## config.mk

```make
export PLATFORM = sky130hd
export DESIGN_NAME = settings_input_flat
export DESIGN_NICKNAME = d
export VERILOG_FILES = /design/src/rtl/settings_input_if.sv /design/src/rtl/settings_input.sv /design/src/flat_wrapper.sv
export SDC_FILE = /design/constraint.sdc
export NUM_CORES = 1
export LEC_CHECK = 0
export CORE_UTILIZATION = 60
export DETAILED_ROUTE_END_ITERATION = 8
export GPL_TIMING_DRIVEN = 1
export PLACE_DENSITY = 0.95
export SLEW_MARGIN = 20
export SYNTH_ARGS = -nofsm -noshare
export SYNTH_HDL_FRONTEND = slang
export SYNTH_SLANG_ARGS = --single-unit
```

## constraint.sdc

```tcl
create_clock -name CLOCK -period 7.7 [get_ports CLOCK]
set_clock_uncertainty 0.2 [all_clocks]
set_input_delay 1.155 -clock CLOCK [delete_from_list [all_inputs] [get_ports CLOCK]]
set_output_delay 1.155 -clock CLOCK [all_outputs]
set_load 0.005 [all_outputs]
```

## src/rtl/settings_input_if.sv

```systemverilog
// Settings/game-status bundle between the button panel, the game logic
// and the settings block.
interface settings_input_if;
    logic       BTN_UP;
    logic       BTN_DOWN;
    logic       BTN_SEL;
    logic       BTN_START;
    logic       MOVE;
    logic       WIN;
    logic [3:0] COLOR_NUM;
    logic [4:0] SIZE;
    logic       sORc;
    logic       MODE;
    logic [7:0] TRIES;
    logic [7:0] TOTAL_TRIES;
    logic       WON;
    logic       LOST;

    modport master (
        output BTN_UP, BTN_DOWN, BTN_SEL, BTN_START, MOVE, WIN,
        input  COLOR_NUM, SIZE, sORc, MODE, TRIES, TOTAL_TRIES, WON, LOST
    );

    modport slave (
        input  BTN_UP, BTN_DOWN, BTN_SEL, BTN_START, MOVE, WIN,
        output COLOR_NUM, SIZE, sORc, MODE, TRIES, TOTAL_TRIES, WON, LOST
    );
endinterface

```

## src/rtl/settings_input.sv

```systemverilog
// Debounced button front end plus the setup/play/done game-settings FSM:
// board size and colour count are edited in setup, moves are counted in play.
module settings_input #(
    parameter int DEBOUNCE_CYCLES = 20,
    parameter int SIZE_MIN        = 2,
    parameter int SIZE_MAX        = 14,
    parameter int COLOR_MIN       = 3,
    parameter int COLOR_MAX       = 8
) (
    input  logic             CLOCK,
    input  logic             RESET,
    settings_input_if.slave  bus
);
    localparam int CW = $clog2(DEBOUNCE_CYCLES + 1);
    localparam logic [CW-1:0] CNT_LAST = CW'(DEBOUNCE_CYCLES - 1);
    localparam logic [4:0] SZ_MIN = 5'(SIZE_MIN);
    localparam logic [4:0] SZ_MAX = 5'(SIZE_MAX);
    localparam logic [3:0] CL_MIN = 4'(COLOR_MIN);
    localparam logic [3:0] CL_MAX = 4'(COLOR_MAX);

    typedef enum logic [1:0] {SETUP, PLAY, DONE} state_t;

    logic [3:0]    raw;
    logic [3:0]    sync1;
    logic [3:0]    sync2;
    logic [3:0]    lvl;
    logic [3:0]    lvl_q;
    logic [3:0]    press;
    logic [CW-1:0] cnt [4];

    // bit order: 0 = up, 1 = down, 2 = select, 3 = start
    assign raw = {bus.BTN_START, bus.BTN_SEL, bus.BTN_DOWN, bus.BTN_UP};
    assign press = lvl & ~lvl_q;

    always_ff @(posedge CLOCK or posedge RESET) begin
        if (RESET) begin
            sync1 <= '0;
            sync2 <= '0;
            lvl   <= '0;
            lvl_q <= '0;
            for (int i = 0; i < 4; i++) cnt[i] <= '0;
        end else begin
            sync1 <= raw;
            sync2 <= sync1;
            lvl_q <= lvl;
            for (int i = 0; i < 4; i++) begin
                if (sync2[i] != lvl[i]) begin
                    if (cnt[i] == CNT_LAST) begin
                        lvl[i] <= sync2[i];
                        cnt[i] <= '0;
                    end else begin
                        cnt[i] <= cnt[i] + 1'b1;
                    end
                end else begin
                    cnt[i] <= '0;
                end
            end
        end
    end

    state_t     state;
    logic       mode;
    logic       sorc;
    logic [4:0] size;
    logic [3:0] color;
    logic [7:0] tries;
    logic [7:0] total;
    logic       won;
    logic       lost;
    logic [7:0] tries_inc;
    logic [7:0] total_new;

    assign tries_inc = (tries >= 8'd99) ? tries : tries + 8'd1;
    assign total_new = {3'b000, size} + {3'b000, color, 1'b0};

    always_ff @(posedge CLOCK or posedge RESET) begin
        if (RESET) begin
            state <= SETUP;
            mode  <= 1'b0;
            sorc  <= 1'b1;
            size  <= 5'd10;
            color <= 4'd6;
            tries <= 8'd0;
            total <= 8'd0;
            won   <= 1'b0;
            lost  <= 1'b0;
        end else begin
            unique case (state)
                SETUP: begin
                    if (press[2]) sorc <= ~sorc;
                    if (press[0] ^ press[1]) begin
                        if (sorc) begin
                            if (press[0] && size < SZ_MAX) size <= size + 5'd1;
                            if (press[1] && size > SZ_MIN) size <= size - 5'd1;
                        end else begin
                            if (press[0] && color < CL_MAX) color <= color + 4'd1;
                            if (press[1] && color > CL_MIN) color <= color - 4'd1;
                        end
                    end
                    if (press[3]) begin
                        state <= PLAY;
                        mode  <= 1'b1;
                        total <= total_new;
                        tries <= 8'd0;
                        won   <= 1'b0;
                        lost  <= 1'b0;
                    end
                end
                PLAY: begin
                    if (bus.MOVE) tries <= tries_inc;
                    // a win on the final allowed move still counts as a win
                    if (bus.WIN) begin
                        state <= DONE;
                        won   <= 1'b1;
                    end else if (bus.MOVE && tries_inc == total) begin
                        state <= DONE;
                        lost  <= 1'b1;
                    end
                end
                DONE: begin
                    if (press[3]) begin
                        state <= SETUP;
                        mode  <= 1'b0;
                    end
                end
                default: state <= SETUP;
            endcase
        end
    end

    assign bus.MODE        = mode;
    assign bus.sORc        = sorc;
    assign bus.SIZE        = size;
    assign bus.COLOR_NUM   = color;
    assign bus.TRIES       = tries;
    assign bus.TOTAL_TRIES = total;
    assign bus.WON         = won;
    assign bus.LOST        = lost;
endmodule

```

## src/flat_wrapper.sv

```systemverilog
// flat-port wrapper written by rule: the top's interface ports become plain ports
module settings_input_flat 
#(
    parameter int DEBOUNCE_CYCLES = 20,
    parameter int SIZE_MIN        = 2,
    parameter int SIZE_MAX        = 14,
    parameter int COLOR_MIN       = 3,
    parameter int COLOR_MAX       = 8
)
  (CLOCK, RESET, bus_BTN_UP, bus_BTN_DOWN, bus_BTN_SEL, bus_BTN_START, bus_MOVE, bus_WIN, bus_COLOR_NUM, bus_SIZE, bus_sORc, bus_MODE, bus_TRIES, bus_TOTAL_TRIES, bus_WON, bus_LOST);
  settings_input_if bus_i ();
  input  logic CLOCK;
  input  logic RESET;
  input wire logic [$bits(bus_i.BTN_UP)-1:0] bus_BTN_UP;
  input wire logic [$bits(bus_i.BTN_DOWN)-1:0] bus_BTN_DOWN;
  input wire logic [$bits(bus_i.BTN_SEL)-1:0] bus_BTN_SEL;
  input wire logic [$bits(bus_i.BTN_START)-1:0] bus_BTN_START;
  input wire logic [$bits(bus_i.MOVE)-1:0] bus_MOVE;
  input wire logic [$bits(bus_i.WIN)-1:0] bus_WIN;
  output wire logic [$bits(bus_i.COLOR_NUM)-1:0] bus_COLOR_NUM;
  output wire logic [$bits(bus_i.SIZE)-1:0] bus_SIZE;
  output wire logic [$bits(bus_i.sORc)-1:0] bus_sORc;
  output wire logic [$bits(bus_i.MODE)-1:0] bus_MODE;
  output wire logic [$bits(bus_i.TRIES)-1:0] bus_TRIES;
  output wire logic [$bits(bus_i.TOTAL_TRIES)-1:0] bus_TOTAL_TRIES;
  output wire logic [$bits(bus_i.WON)-1:0] bus_WON;
  output wire logic [$bits(bus_i.LOST)-1:0] bus_LOST;
  assign bus_i.BTN_UP = bus_BTN_UP;
  assign bus_i.BTN_DOWN = bus_BTN_DOWN;
  assign bus_i.BTN_SEL = bus_BTN_SEL;
  assign bus_i.BTN_START = bus_BTN_START;
  assign bus_i.MOVE = bus_MOVE;
  assign bus_i.WIN = bus_WIN;
  assign bus_COLOR_NUM = bus_i.COLOR_NUM;
  assign bus_SIZE = bus_i.SIZE;
  assign bus_sORc = bus_i.sORc;
  assign bus_MODE = bus_i.MODE;
  assign bus_TRIES = bus_i.TRIES;
  assign bus_TOTAL_TRIES = bus_i.TOTAL_TRIES;
  assign bus_WON = bus_i.WON;
  assign bus_LOST = bus_i.LOST;
  settings_input #(.DEBOUNCE_CYCLES(DEBOUNCE_CYCLES), .SIZE_MIN(SIZE_MIN), .SIZE_MAX(SIZE_MAX), .COLOR_MIN(COLOR_MIN), .COLOR_MAX(COLOR_MAX)) u_core (.CLOCK(CLOCK), .RESET(RESET), .bus(bus_i));
endmodule
```

==> results of run 1 <==
## per-stage QoR
stage	setup slack, ns	std cells
5_1_grt	4.63	411
2_1_floorplan	4.73	299
4_1_cts	4.82	411
3_3_place_gp	4.93	395
3_5_place_dp	4.83	395
6_report	4.79	411
## registers in the layout, summed over array words and instances (netlist names)
| register | cells |
|---|---|
| u_core.bus.TOTAL_TRIES | 6 |
| u_core.bus.MODE | 1 |
| u_core.lvl_q | 4 |
| u_core.cnt | 20 |
| u_core.sync2 | 4 |
| u_core.bus.COLOR_NUM | 4 |
| u_core.bus.WON | 1 |
| u_core.state | 2 |
| u_core.bus.SIZE | 5 |
| u_core.bus.sORc | 1 |
| u_core.bus.TRIES | 8 |
| u_core.sync1 | 4 |
| u_core.bus.LOST | 1 |
| u_core.lvl | 4 |
## worst max-delay path by stage
stage                              endpoint  slack [ns]  cells after the start
CTS                      u_core.bus.SIZE[4]        4.82                      8
global route             u_core.bus.SIZE[4]        4.63                      8
floorplan           u_core.bus.COLOR_NUM[0]        4.73                      1
detailed placement       u_core.bus.SIZE[4]        4.83                      8
global placement            u_core.state[0]        4.93                      5
finish                   u_core.bus.SIZE[4]        4.79                      8
## where the power goes
part / switching [mW] / internal (mW)
Combinational: 0.0138 / 0.00979
Sequential: 0.00509 / 0.349
Clock: 0.134 / 0.116
## routing by layer
metal	vias to the layer above	share of wire	GRT usage
met2	88	0.50	0.411
met5	-	0	0
met4	0	0.023	0.128
met1	1181	0.42	0.301
li1	1099	-	-
met3	16	0.055	0.0482
## Yosys cell counts (2+ instances only)
library cell / number / area [sq um]
sky130_fd_sc_hd__a31oi_1: 3 / 18.8
sky130_fd_sc_hd__xnor2_1: 15 / 131
sky130_fd_sc_hd__a21o_1: 4 / 30.0
sky130_fd_sc_hd__nor3_1: 11 / 55.1
sky130_fd_sc_hd__a31o_1: 2 / 17.5
sky130_fd_sc_hd__o41ai_1: 5 / 43.8
sky130_fd_sc_hd__nor3b_1: 3 / 22.5
sky130_fd_sc_hd__nand3b_1: 2 / 15.0
sky130_fd_sc_hd__o21ai_1: 2 / 10.0
sky130_fd_sc_hd__mux2_2: 9 / 101
sky130_fd_sc_hd__clkbuf_1: 2 / 7.51
sky130_fd_sc_hd__dfstp_2: 5 / 131
sky130_fd_sc_hd__buf_4: 4 / 30.0
sky130_fd_sc_hd__fa_1: 3 / 60.1
sky130_fd_sc_hd__xor2_1: 16 / 140
sky130_fd_sc_hd__buf_6: 3 / 33.8
sky130_fd_sc_hd__nand2_1: 25 / 93.8
sky130_fd_sc_hd__nand3_1: 7 / 35.0
sky130_fd_sc_hd__nor2b_1: 7 / 43.8
sky130_fd_sc_hd__a22oi_1: 2 / 15.0
sky130_fd_sc_hd__dfrtp_1: 60 / 1500
sky130_fd_sc_hd__inv_1: 12 / 45.0
sky130_fd_sc_hd__o21ai_0: 20 / 100
sky130_fd_sc_hd__nand2b_1: 6 / 37.5
sky130_fd_sc_hd__nor2_1: 30 / 113
sky130_fd_sc_hd__a21oi_1: 8 / 40.0
sky130_fd_sc_hd__nor4_1: 2 / 12.5
sky130_fd_sc_hd__a22o_1: 2 / 17.5
sky130_fd_sc_hd__ha_1: 14 / 175
## cell type report
class	instances	area (sq um)
clock buffers	9	124
repair buffers	35	348
flip-flops and latches	65	1630
clock inverters	7	47.5
inverters	12	45.0
multi-input cells	213	1470
fillers	379	1390
well taps	70	87.6
## critical path, delay by kind of cell, from the launching register on
| kind | cells | cell delay (ns) |
|---|---|---|
| AO/OA/AOI/OAI | 3 | 1.07 |
| flip-flops | 1 | 0.46 |
| adder cells (fa/ha/maj) | 1 | 0.46 |
| AND/OR/NAND/NOR | 2 | 0.35 |
| XOR/XNOR | 2 | 0.27 |
## cell families after synthesis
group	after synthesis	synth area share
fa+ha+maj	17	0.0732
simple gates	101	0.157
other cells	1	0.00117
flops	65	0.508
compound gates	53	0.108
xor+xnor	31	0.0845
buf+inv	21	0.0362
mux	9	0.0315
==> load_flow_metrics.sql, run 1 <==
INSERT INTO impl_metrics (metric_group, metric, value, unit) VALUES
('die', 'row_count', '26', ''),
('placement', 'io_buffers', '34', ''),
('logic_synthesis', 'postSynthAreaPerCell', '10.8', 'sq um'),
('hold_path', 'min-delay-path-class', 'register to register', ''),
('logic_synthesis', 'netlist_instances', '298', ''),
('setup_path', 'worst_path_most_repeated_cell', 'sky130_fd_sc_hd__xnor2_1', ''),
('timing', 'hold_slack', '0.150', 'ns'),
('detailed_routing', 'num_vias', '2384', ''),
('logic_synthesis', 'area_of_the_mapped_netlist', '3210', 'sq um'),
('detailed_routing', 'drt_first_pass_iters', '4', ''),
('timing', 'setup-tns-final', '0', 'ns'),
('clocking', 'cts.root.buffer_cell', 'sky130_fd_sc_hd__clkbuf_8', ''),
('timing', 'fin_crit', '2.91', 'ns'),
('global_route', 'wire_length_of_the_first_global_routing_pass', '10.3', 'mm'),
('hold_path', 'min_path_cells', '0', ''),
('layout', 'final_cell_mix', 'sky130_fd_sc_hd__dfrtp_1 (60), sky130_fd_sc_hd__clkdlybuf4s50_1 (34), sky130_fd_sc_hd__nor2_1 (30), sky130_fd_sc_hd__nand2_1 (25), sky130_fd_sc_hd__o21ai_0 (20)', ''),
('global_route', 'grt.overflow.total', '0', ''),
('setup_path', 'setup.worst_path.end_class', 'register', ''),
('logic_synthesis', 'synth_async_sr_flop_share', '1.00', ''),
('setup_path', 'endpoint_arrival_time_on_the_critical_path', '2.93', 'ns'),
('timing', 'slew_viol_final', '0', ''),
('timing', 'worst_slew_pin_slew', '0.890', 'ns'),
('logic_synthesis', 'postSynthRegisterBits', '65', ''),
('layout', 'area.growth.synth_to_final', '16.8', '%'),
('detailed_routing', 'detail_route.wirelength', '6.13', 'mm'),
('hold_path', 'worstHoldStart', 'u_core.sync1[1]', ''),
('die', 'die_height', '75.2', 'um'),
('layout', 'finalInstanceArea', '3750', 'sq um'),
('layout', 'drive_gt1_frac', '0.109', ''),
('setup_path', 'critical_path_peak_fanout', '6', ''),
('setup_path', 'cpMaxStageDelayCell', 'sky130_fd_sc_hd__a2111oi_0', ''),
('setup_path', 'cell_chain_critical_path', 'a2111oi_0 -> nor2_1 -> fa_1 -> a21o_1 -> a21oi_1 -> xnor2_1 -> nand2_1 -> xnor2_1', ''),
('clocking', 'worst_skew_pair.late_latency', '0.34', 'ns'),
('detailed_routing', 'drt_first_iter_violations', '176', ''),
('detailed_routing', 'detail_route.drc_violations', '0', ''),
('layout', 'total_number_of_nets_in_the_final_design', '361', ''),
('global_route', 'first_global_vias', '2394', ''),
('logic_synthesis', 'cell_variety_after_synth', '43', ''),
('setup_path', 'critical_path_class', 'register to register', ''),
('placement', 'hpwlAfterDp', '4.24', 'mm'),
('clocking', 'post-cts-setup-buffer-count', '0', ''),
('timing', 'hold_viol', '0', ''),
('placement', 'globalplace.congestion', '0.906', ''),
('timing', 'rel_slew_slack', '0.402', ''),
('clocking', 'cts_buffers', '9', ''),
('detailed_routing', 'detail-route-antenna-nets', '0', ''),
('global_route', 'grtUsageTotal', '0.245', ''),
('timing', 'report.final.setup_viol', '0', ''),
('hold_path', 'min_to', 'u_core.sync2[1]', ''),
('logic_synthesis', 'yosysSeqAreaShare', '0.508', ''),
('setup_path', 'cp-start-kind', 'register', ''),
('setup_path', 'regToRegEndpoint', 'u_core.bus.SIZE[4]', ''),
('timing', 'max_clock_freq', '343', 'MHz'),
('logic_synthesis', 'number_of_enable_type_register_cells_in_the_synthesized_netlist', '0', ''),
('pwr', 'power.total', '627', 'uW'),
('pwr', 'power_density_normalized_to_cell_area', '167', 'nW/um^2'),
('timing', 'finalCritPeriodShare', '0.378', ''),
('flow_run', 'cap_violations', '0', ''),
('clocking', 'cts-resized-gates', '0', ''),
('clocking', 'cts.clk_slew.worst_paths', '0.07', 'ns'),
('logic_synthesis', 'synth_warnings', '0', ''),
('setup_path', 'r2r_cells', '8', ''),
('run_status', 'outcome', 'complete, no violations', ''),
('die', 'core_region_area', '5140', 'sq um'),
('detailed_routing', 'avgRoutedWirePerCell', '14.9', 'um'),
('clocking', 'cts-hold-fix-buffers', '0', ''),
('pwr', 'power.static_leakage', '1.72', 'nW'),
('layout', 'mostFrequentLayoutCell', 'sky130_fd_sc_hd__dfrtp_1', ''),
('global_route', 'grt_antenna_before_repair', '0', ''),
('layout', 'n_antenna_cell', '0', ''),
('placement', 'post_dp_cell_area', '3580', 'sq um');
No activity file was read; power rests on OpenSTA's default activity.
==> run 2: changes to the inputs <==
--- a/config.mk
+++ b/config.mk
@@ -5,10 +5,10 @@
 export SDC_FILE = /design/constraint.sdc
 export NUM_CORES = 1
 export LEC_CHECK = 0
-export CORE_UTILIZATION = 60
+export CORE_UTILIZATION = 56
 export DETAILED_ROUTE_END_ITERATION = 8
 export GPL_TIMING_DRIVEN = 1
-export PLACE_DENSITY = 0.95
+export PLACE_DENSITY = 0.91
 export SLEW_MARGIN = 20
 export SYNTH_ARGS = -nofsm -noshare
 export SYNTH_HDL_FRONTEND = slang
==> constraint.sdc (replaced) <==
create_clock -name CLOCK -period 2.89 [get_ports CLOCK]
set_clock_uncertainty 0.2 [all_clocks]
set_input_delay 0.4335 -clock CLOCK [delete_from_list [all_inputs] [get_ports CLOCK]]
set_output_delay 0.4335 -clock CLOCK [all_outputs]
set_load 0.005 [all_outputs]
==> run 2 against run 1 <==
Net effect:
- hold slack is essentially flat
- total power grew to 2.8 times the previous value
- first-iteration DRC count shrank 16%
- critical path depth is the same
- worst setup slack lost 4.6 ns
- largest cell class unchanged
- final cell count grew 1.2%
- largest power group unchanged
- critical endpoint unchanged
==> load_flow_metrics.sql, run 2 (same netlist as run 1, synthesis figures left out) <==
INSERT INTO impl_metrics (metric_group, metric, value, unit) VALUES
('detailed_routing', 'num_vias', '2344', ''),
('global_route', 'first_global_vias', '2369', ''),
('pwr', 'power.static_leakage', '1.75', 'nW'),
('hold_path', 'worstHoldStart', 'u_core.sync1[3]', ''),
('setup_path', 'crit-reg2reg-launch', 'u_core.bus.SIZE[4]', ''),
('timing', 'report.final.setup_viol', '0', ''),
('setup_path', 'critical_path.startpoint', 'u_core.bus.SIZE[4]', ''),
('hold_path', 'min_path_cells', '0', ''),
('pwr', 'power.total', '1.79', 'mW'),
('setup_path', 'r2r_cells', '8', ''),
('layout', 'total_number_of_nets_in_the_final_design', '364', ''),
('flow_run', 'cap_violations', '0', ''),
('setup_path', 'critical_path_peak_fanout', '5', ''),
('timing', 'max_clock_freq', '364', 'MHz'),
('die', 'start_util', '0.584', ''),
('global_route', 'grt_antenna_before_repair', '0', ''),
('layout', 'n_antenna_cell', '0', ''),
('timing', 'finalCritPeriodShare', '0.951', ''),
('detailed_routing', 'detail_route.vias_per_cell', '5.63', ''),
('layout', 'mostFrequentLayoutCell', 'sky130_fd_sc_hd__dfrtp_1', ''),
('global_route', 'grtUsageTotal', '0.232', ''),
('setup_path', 'setup.worst_path.end_class', 'register', ''),
('die', 'die_width', '77.8', 'um'),
('clocking', 'cts.root.buffer_cell', 'sky130_fd_sc_hd__clkbuf_8', ''),
('setup_path', 'cp_data_required_time', '2.91', 'ns'),
('layout', 'drive_gt1_frac', '0.116', ''),
('timing', 'setup-tns-final', '0', 'ns'),
('layout', 'area.growth.synth_to_final', '19.0', '%'),
('timing', 'worst_slew_pin_slew', '0.602', 'ns'),
('timing', 'fin_crit', '2.75', 'ns'),
('placement', 'placed_cells_incl_taps', '400', ''),
('detailed_routing', 'detail-route-antenna-nets', '0', ''),
('placement', 'globalplace.congestion', '0.900', ''),
('run_status', 'outcome', 'complete, no violations', ''),
('detailed_routing', 'drt_first_iter_violations', '148', ''),
('clocking', 'cts.clk_slew.worst_paths', '0.07', 'ns'),
('clocking', 'clockBufferDepth', '2', ''),
('timing', 'grt_setup_unrepaired', 'false', ''),
('layout', 'finalInstanceArea', '3830', 'sq um'),
('global_route', 'grt_max_degree', '31', ''),
('clocking', 'worst_skew_pair.late_latency', '0.34', 'ns'),
('pwr', 'net-switching-power', '406', 'uW'),
('hold_path', 'min-delay-path-class', 'register to register', ''),
('layout', 'largest_register', 'u_core.cnt', ''),
('clocking', 'cts_sinks', '65', ''),
('layout', 'layout.cells.non_filler', '416', ''),
('detailed_routing', 'avgRoutedWirePerCell', '14.6', 'um'),
('placement', 'hpwlAfterDp', '4.50', 'mm'),
('setup_path', 'endpoint_arrival_time_on_the_critical_path', '2.77', 'ns'),
('clocking', 'cts_buffers', '9', ''),
('clocking', 'post-cts-setup-buffer-count', '0', ''),
('timing', 'hold_viol', '0', ''),
('placement', 'io_buffers', '34', ''),
('pwr', 'p_int', '1.38', 'mW'),
('detailed_routing', 'drt_first_pass_iters', '4', ''),
('clocking', 'cts-hold-fix-buffers', '0', ''),
('pwr', 'clock_power_share', '0.435', ''),
('die', 'dieArea', '6050', 'sq um'),
('detailed_routing', 'detail_route.drc_violations', '0', ''),
('clocking', 'cts_tree', 'yes', ''),
('timing', 'slew_viol_final', '0', ''),
('pwr', 'p_sw_frac', '0.227', ''),
('die', 'row_count', '27', ''),
('setup_path', 'critical_path_class', 'register to register', ''),
('die', 'core_region_area', '5510', 'sq um'),
('pwr', 'power_density_normalized_to_cell_area', '467', 'nW/um^2'),
('layout', 'nFillCells', '383', ''),
('layout', 'final_cell_mix', 'sky130_fd_sc_hd__dfrtp_1 (60), sky130_fd_sc_hd__clkdlybuf4s50_1 (34), sky130_fd_sc_hd__nor2_1 (30), sky130_fd_sc_hd__nand2_1 (25), sky130_fd_sc_hd__o21ai_0 (20)', ''),
('global_route', 'grt.overflow.total', '0', ''),
('layout', 'largest_register_ffs', '20', ''),
('timing', 'rel_slew_slack', '0.593', ''),
('pwr', 'sequentialPowerShare', '0.528', ''),
('clocking', 'cts_max_level', '3', ''),
('die', 'floorplan.io_pins', '37', ''),
('global_route', 'wire_length_of_the_first_global_routing_pass', '10.7', 'mm'),
('detailed_routing', 'detail_route.wirelength', '6.09', 'mm'),
('setup_path', 'cp-start-kind', 'register', ''),
('pwr', 'vdd_drop_max', '380', 'uV'),
('pwr', 'power.combinational.fraction', '0.037', ''),
('die', 'die_height', '77.8', 'um'),
('placement', 'post_dp_cell_area', '3620', 'sq um');
## run 2: changes by cell type in the layout (fill, tap and decap cells not counted), sizes merged
cell / delta
buf: +3
clkinv: -2
clkbuf: +1
bufinv: +1
## run 2: area by class of cell
cell class	count	area, sq um	share of cell area
Clock inverter	6	67.6	0.0177
Timing Repair Buffer	38	383	0.100
Tap cell	72	90.1	0.0235
Inverter	12	45.0	0.0118
Sequential cell	65	1630	0.427
Multi-Input combinational cell	213	1470	0.384
Clock buffer	10	138	0.0360
## run 2: critical path: stages (launching register included)
cell                        delay, ns
sky130_fd_sc_hd__dfrtp_1         0.45
sky130_fd_sc_hd__a2111oi_1       0.55
sky130_fd_sc_hd__nor2_1          0.24
sky130_fd_sc_hd__fa_1            0.45
sky130_fd_sc_hd__a21o_1          0.20
sky130_fd_sc_hd__a21oi_1         0.17
sky130_fd_sc_hd__xnor2_1         0.15
sky130_fd_sc_hd__nand2_1         0.09
sky130_fd_sc_hd__xnor2_1         0.13
## run 2: final timing paths
check                                               end  slack [ns]
worst max-delay path                 u_core.bus.SIZE[4]        0.14
min in group asynchronous               u_core.lvl_q[3]        0.26
worst min register to register          u_core.sync2[3]        0.15
worst max register to register       u_core.bus.SIZE[4]        0.14
worst min-delay path                    u_core.sync2[3]        0.15
max in group asynchronous       u_core.bus.COLOR_NUM[1]        1.60
## run 2: stage by stage
step	hold WS, ns	worst slack [ns]	util
floorplan	0.131	0.392	-
global placement	0.134	0.325	0.657
detailed placement	0.135	0.111	0.657
CTS	0.150	0.0969	0.695
global route	0.172	0.0255	0.695
finish	0.150	0.143	0.695
## run 2: metal layers
| layer | up-vias | GRT usage | part of all wire | wire length (um) |
|---|---|---|---|---|
| li1 | 1107 | - | - | - |
| met2 | 75 | 0.383 | 0.50 | 3040 |
| met3 | 9 | 0.0600 | 0.051 | 310 |
| met5 | - | 0 | 0 | 0 |
| met1 | 1153 | 0.290 | 0.43 | 2640 |
| met4 | 0 | 0.0943 | 0.016 | 97 |
## run 2: what timing repair did
item	CTS	global route
resized for setup	0	1
setup endpoints to repair	0	1
endpoints found under the hold margin	0	0
## run 2: power by group through the flow
stage / logic (mW) / clock network [mW] / registers, mW
global route: 0.0779 / 0.836 / 0.944
global placement: 0.0644 / 0 / 0.958
CTS: 0.0692 / 0.788 / 0.943
floorplan: 0.0441 / 0 / 0.956
detailed placement: 0.0685 / 0 / 0.960
finish: 0.0668 / 0.776 / 0.943
==> run 3: changes to the inputs <==
--- a/config.mk
+++ b/config.mk
@@ -5,10 +5,11 @@
 export SDC_FILE = /design/constraint.sdc
 export NUM_CORES = 1
 export LEC_CHECK = 0
-export CORE_UTILIZATION = 56
+export CORE_UTILIZATION = 50
 export DETAILED_ROUTE_END_ITERATION = 8
 export GPL_TIMING_DRIVEN = 1
-export PLACE_DENSITY = 0.91
+export PLACE_DENSITY = 0.86
+export SKIP_LAST_GASP = 1
 export SLEW_MARGIN = 20
 export SYNTH_ARGS = -nofsm -noshare
 export SYNTH_HDL_FRONTEND = slang
==> constraint.sdc (replaced) <==
create_clock -name CLOCK -period 2.33 [get_ports CLOCK]
set_clock_uncertainty 0.2 [all_clocks]
set_input_delay 0.3495 -clock CLOCK [delete_from_list [all_inputs] [get_ports CLOCK]]
set_output_delay 0.3495 -clock CLOCK [all_outputs]
set_load 0.005 [all_outputs]
==> run 3 against run 2 <==
Net effect:
- final cell count rose by 3.6%
- first-iteration DRC count fell by 18%
- die area rose by 12%
- combinational power rose by 22%
- fmax rose by 19%
- core utilization fell by 5.0 points
- sequential power rose by 24%
- clock power rose by 3.2%
- critical path depth did not move
- non-clock buffer count rose by 12
- total power rose by 15%
- routed wire length rose by 7.0%
==> load_flow_metrics.sql, run 3 (same netlist as run 1, synthesis figures left out) <==
INSERT INTO impl_metrics (metric_group, metric, value, unit) VALUES
('run_status', 'outcome', 'complete, no violations', ''),
('die', 'die_height', '82.2', 'um'),
('layout', 'finalInstanceArea', '3910', 'sq um'),
('clocking', 'cts.root.buffer_cell', 'sky130_fd_sc_hd__clkbuf_8', ''),
('clocking', 'cts-hold-fix-buffers', '0', ''),
('die', 'row_count', '28', ''),
('global_route', 'grtUsageTotal', '0.223', ''),
('layout', 'nFillCells', '484', ''),
('timing', 'grt_setup_unrepaired', 'true', ''),
('placement', 'post_dp_cell_area', '3720', 'sq um'),
('setup_path', 'cpMaxStageDelayCell', 'sky130_fd_sc_hd__dfrtp_1', ''),
('layout', 'area.growth.synth_to_final', '21.6', '%'),
('detailed_routing', 'drt_first_iter_violations', '122', ''),
('detailed_routing', 'detail-route-antenna-nets', '0', ''),
('setup_path', 'setup.worst_path.end_class', 'register', ''),
('timing', 'rel_slew_slack', '0.522', ''),
('clocking', 'cts_sinks', '65', ''),
('die', 'core_region_area', '6060', 'sq um'),
('global_route', 'grt_max_degree', '47', ''),
('pwr', 'power.total', '2.05', 'mW'),
('setup_path', 'critical_path_class', 'register to register', ''),
('clocking', 'clockBufferDepth', '2', ''),
('timing', 'hold_viol', '0', ''),
('layout', 'finish.utilization', '0.645', ''),
('layout', 'total_number_of_nets_in_the_final_design', '376', ''),
('flow_run', 'cap_violations', '0', ''),
('clocking', 'cts.clk_slew.worst_paths', '0.07', 'ns'),
('setup_path', 'endpoint_arrival_time_on_the_critical_path', '2.38', 'ns'),
('layout', 'n_antenna_cell', '0', ''),
('setup_path', 'cp-start-kind', 'register', ''),
('timing', 'max_clock_freq', '433', 'MHz'),
('timing', 'fin_crit', '2.31', 'ns'),
('die', 'start_util', '0.530', ''),
('layout', 'final_cell_mix', 'sky130_fd_sc_hd__dfrtp_1 (60), sky130_fd_sc_hd__clkdlybuf4s50_1 (34), sky130_fd_sc_hd__nor2_1 (29), sky130_fd_sc_hd__nand2_1 (25), sky130_fd_sc_hd__o21ai_0 (19)', ''),
('setup_path', 'cp_data_required_time', '2.40', 'ns'),
('placement', 'io_buffers', '34', ''),
('placement', 'place_ws', '0.0310', 'ns'),
('setup_path', 'cell_family_contributing_the_most_delay_on_the_critical_path', 'compound AO/OA/AOI/OAI gates', ''),
('detailed_routing', 'avgRoutedWirePerCell', '15.1', 'um'),
('timing', 'finalCritPeriodShare', '0.991', ''),
('die', 'die_width', '82.2', 'um'),
('clocking', 'cts_tree', 'yes', ''),
('layout', 'largest_register', 'u_core.cnt', ''),
('die', 'floorplan.io_pins', '37', ''),
('global_route', 'grt_antenna_before_repair', '0', ''),
('die', 'dieArea', '6750', 'sq um'),
('pwr', 'power_density_normalized_to_cell_area', '525', 'nW/um^2'),
('timing', 'slew_viol_final', '0', ''),
('clocking', 'worst_skew_pair.late_latency', '0.34', 'ns'),
('setup_path', 'critical_path_peak_fanout', '4', ''),
('detailed_routing', 'drt_first_pass_iters', '4', ''),
('global_route', 'first_global_vias', '2426', ''),
('setup_path', 'crit_path_max_incr_delay', '0.42', 'ns'),
('hold_path', 'min-delay-path-class', 'input pin to async pin', ''),
('layout', 'mostFrequentLayoutCell', 'sky130_fd_sc_hd__dfrtp_1', ''),
('clocking', 'cts_max_level', '3', ''),
('placement', 'hpwlAfterDp', '4.80', 'mm'),
('detailed_routing', 'detail_route.drc_violations', '0', ''),
('placement', 'globalplace.congestion', '0.863', ''),
('layout', 'drive_gt1_frac', '0.154', ''),
('timing', 'worst_slew_pin_slew', '0.707', 'ns'),
('detailed_routing', 'detail_route.wirelength', '6.51', 'mm'),
('pwr', 'vdd_drop_max', '452', 'uV'),
('layout', 'layout.area.seq', '1630', 'sq um'),
('clocking', 'cts_buffers', '9', ''),
('timing', 'final_critical_path_setup_slack', '0.0198', 'ns'),
('timing', 'report.final.setup_viol', '0', ''),
('global_route', 'wire_length_of_the_first_global_routing_pass', '10.9', 'mm'),
('detailed_routing', 'num_vias', '2424', ''),
('layout', 'largest_register_ffs', '20', ''),
('detailed_routing', 'detail_route.vias_per_cell', '5.62', ''),
('layout', 'area_used_by_multi_input_combinational_logic', '1500', 'sq um'),
('pwr', 'power.static_leakage', '1.80', 'nW'),
('setup_path', 'critical_path.n_buffers_inverters', '1', ''),
('setup_path', 'cell_chain_critical_path', 'a2111oi_4 -> nor2_2 -> buf_4 -> ha_1 -> a21o_1 -> a21oi_1 -> xnor2_1 -> mux2_2', ''),
('global_route', 'grt.overflow.total', '0', '');
[run 3: where the power goes]
part	internal [mW]	switching [mW]
sequential	1.15	0.0169
clock	0.384	0.417
combinational	0.0357	0.0460
[run 3: worst paths after layout]
check	depth (start not counted)	endpoint	slack [ns]	from
max	8	u_core.bus.SIZE[3]	0.02	u_core.bus.SIZE[2]
min	2	u_core.sync1[2]	0.04	RESET
max reg2reg	8	u_core.bus.SIZE[3]	0.02	u_core.bus.SIZE[2]
min reg2reg	0	u_core.sync2[3]	0.15	u_core.sync1[3]
max in group asynchronous	3	u_core.bus.SIZE[1]	1.33	RESET
min in group CLOCK	0	u_core.sync2[3]	0.15	u_core.sync1[3]
[run 3: cell type report]
type	count	area share
Sequential cell	65	0.418
Multi-Input combinational cell	213	0.383
Timing Repair Buffer	50	0.121
Clock buffer	11	0.0336
Tap cell	75	0.0240
Inverter	12	0.0115
Clock inverter	5	0.00864
[run 3: timing repair]
item                                   4_1_cts  5_1_grt
setup endpoints to repair                    0        3
gates resized for setup                      0        4
endpoints found under the hold margin        0        0
buffers inserted                             0        2
[run 3: worst reg2reg max path: cells and delay by family, from the launching register on]
family | cells | cell delay (ns)
compound gates | 3 | 0.72
flops | 1 | 0.42
fa+ha+maj | 1 | 0.28
mux | 1 | 0.26
buf+inv | 1 | 0.16
simple gates | 1 | 0.12
xor+xnor | 1 | 0.09
[run 3: layer usage]
metal | track usage | vias to the layer above | wire, um | part of all wire
met4 | 0.123 | 0 | 186 | 0.029
met2 | 0.379 | 83 | 3370 | 0.52
li1 | - | 1135 | - | -
met5 | 0 | - | 0 | 0
met3 | 0.0670 | 20 | 381 | 0.058
met1 | 0.251 | 1186 | 2580 | 0.40
[run 3: through the flow]
stage,TNS [ns],cells,hold WS [ns]
detailed placement,0,413,0.135
floorplan,0,299,0.131
CTS,0,429,0.0272
global route,-0.276,431,0.0535
global placement,0,413,0.133
finish,0,431,0.0375
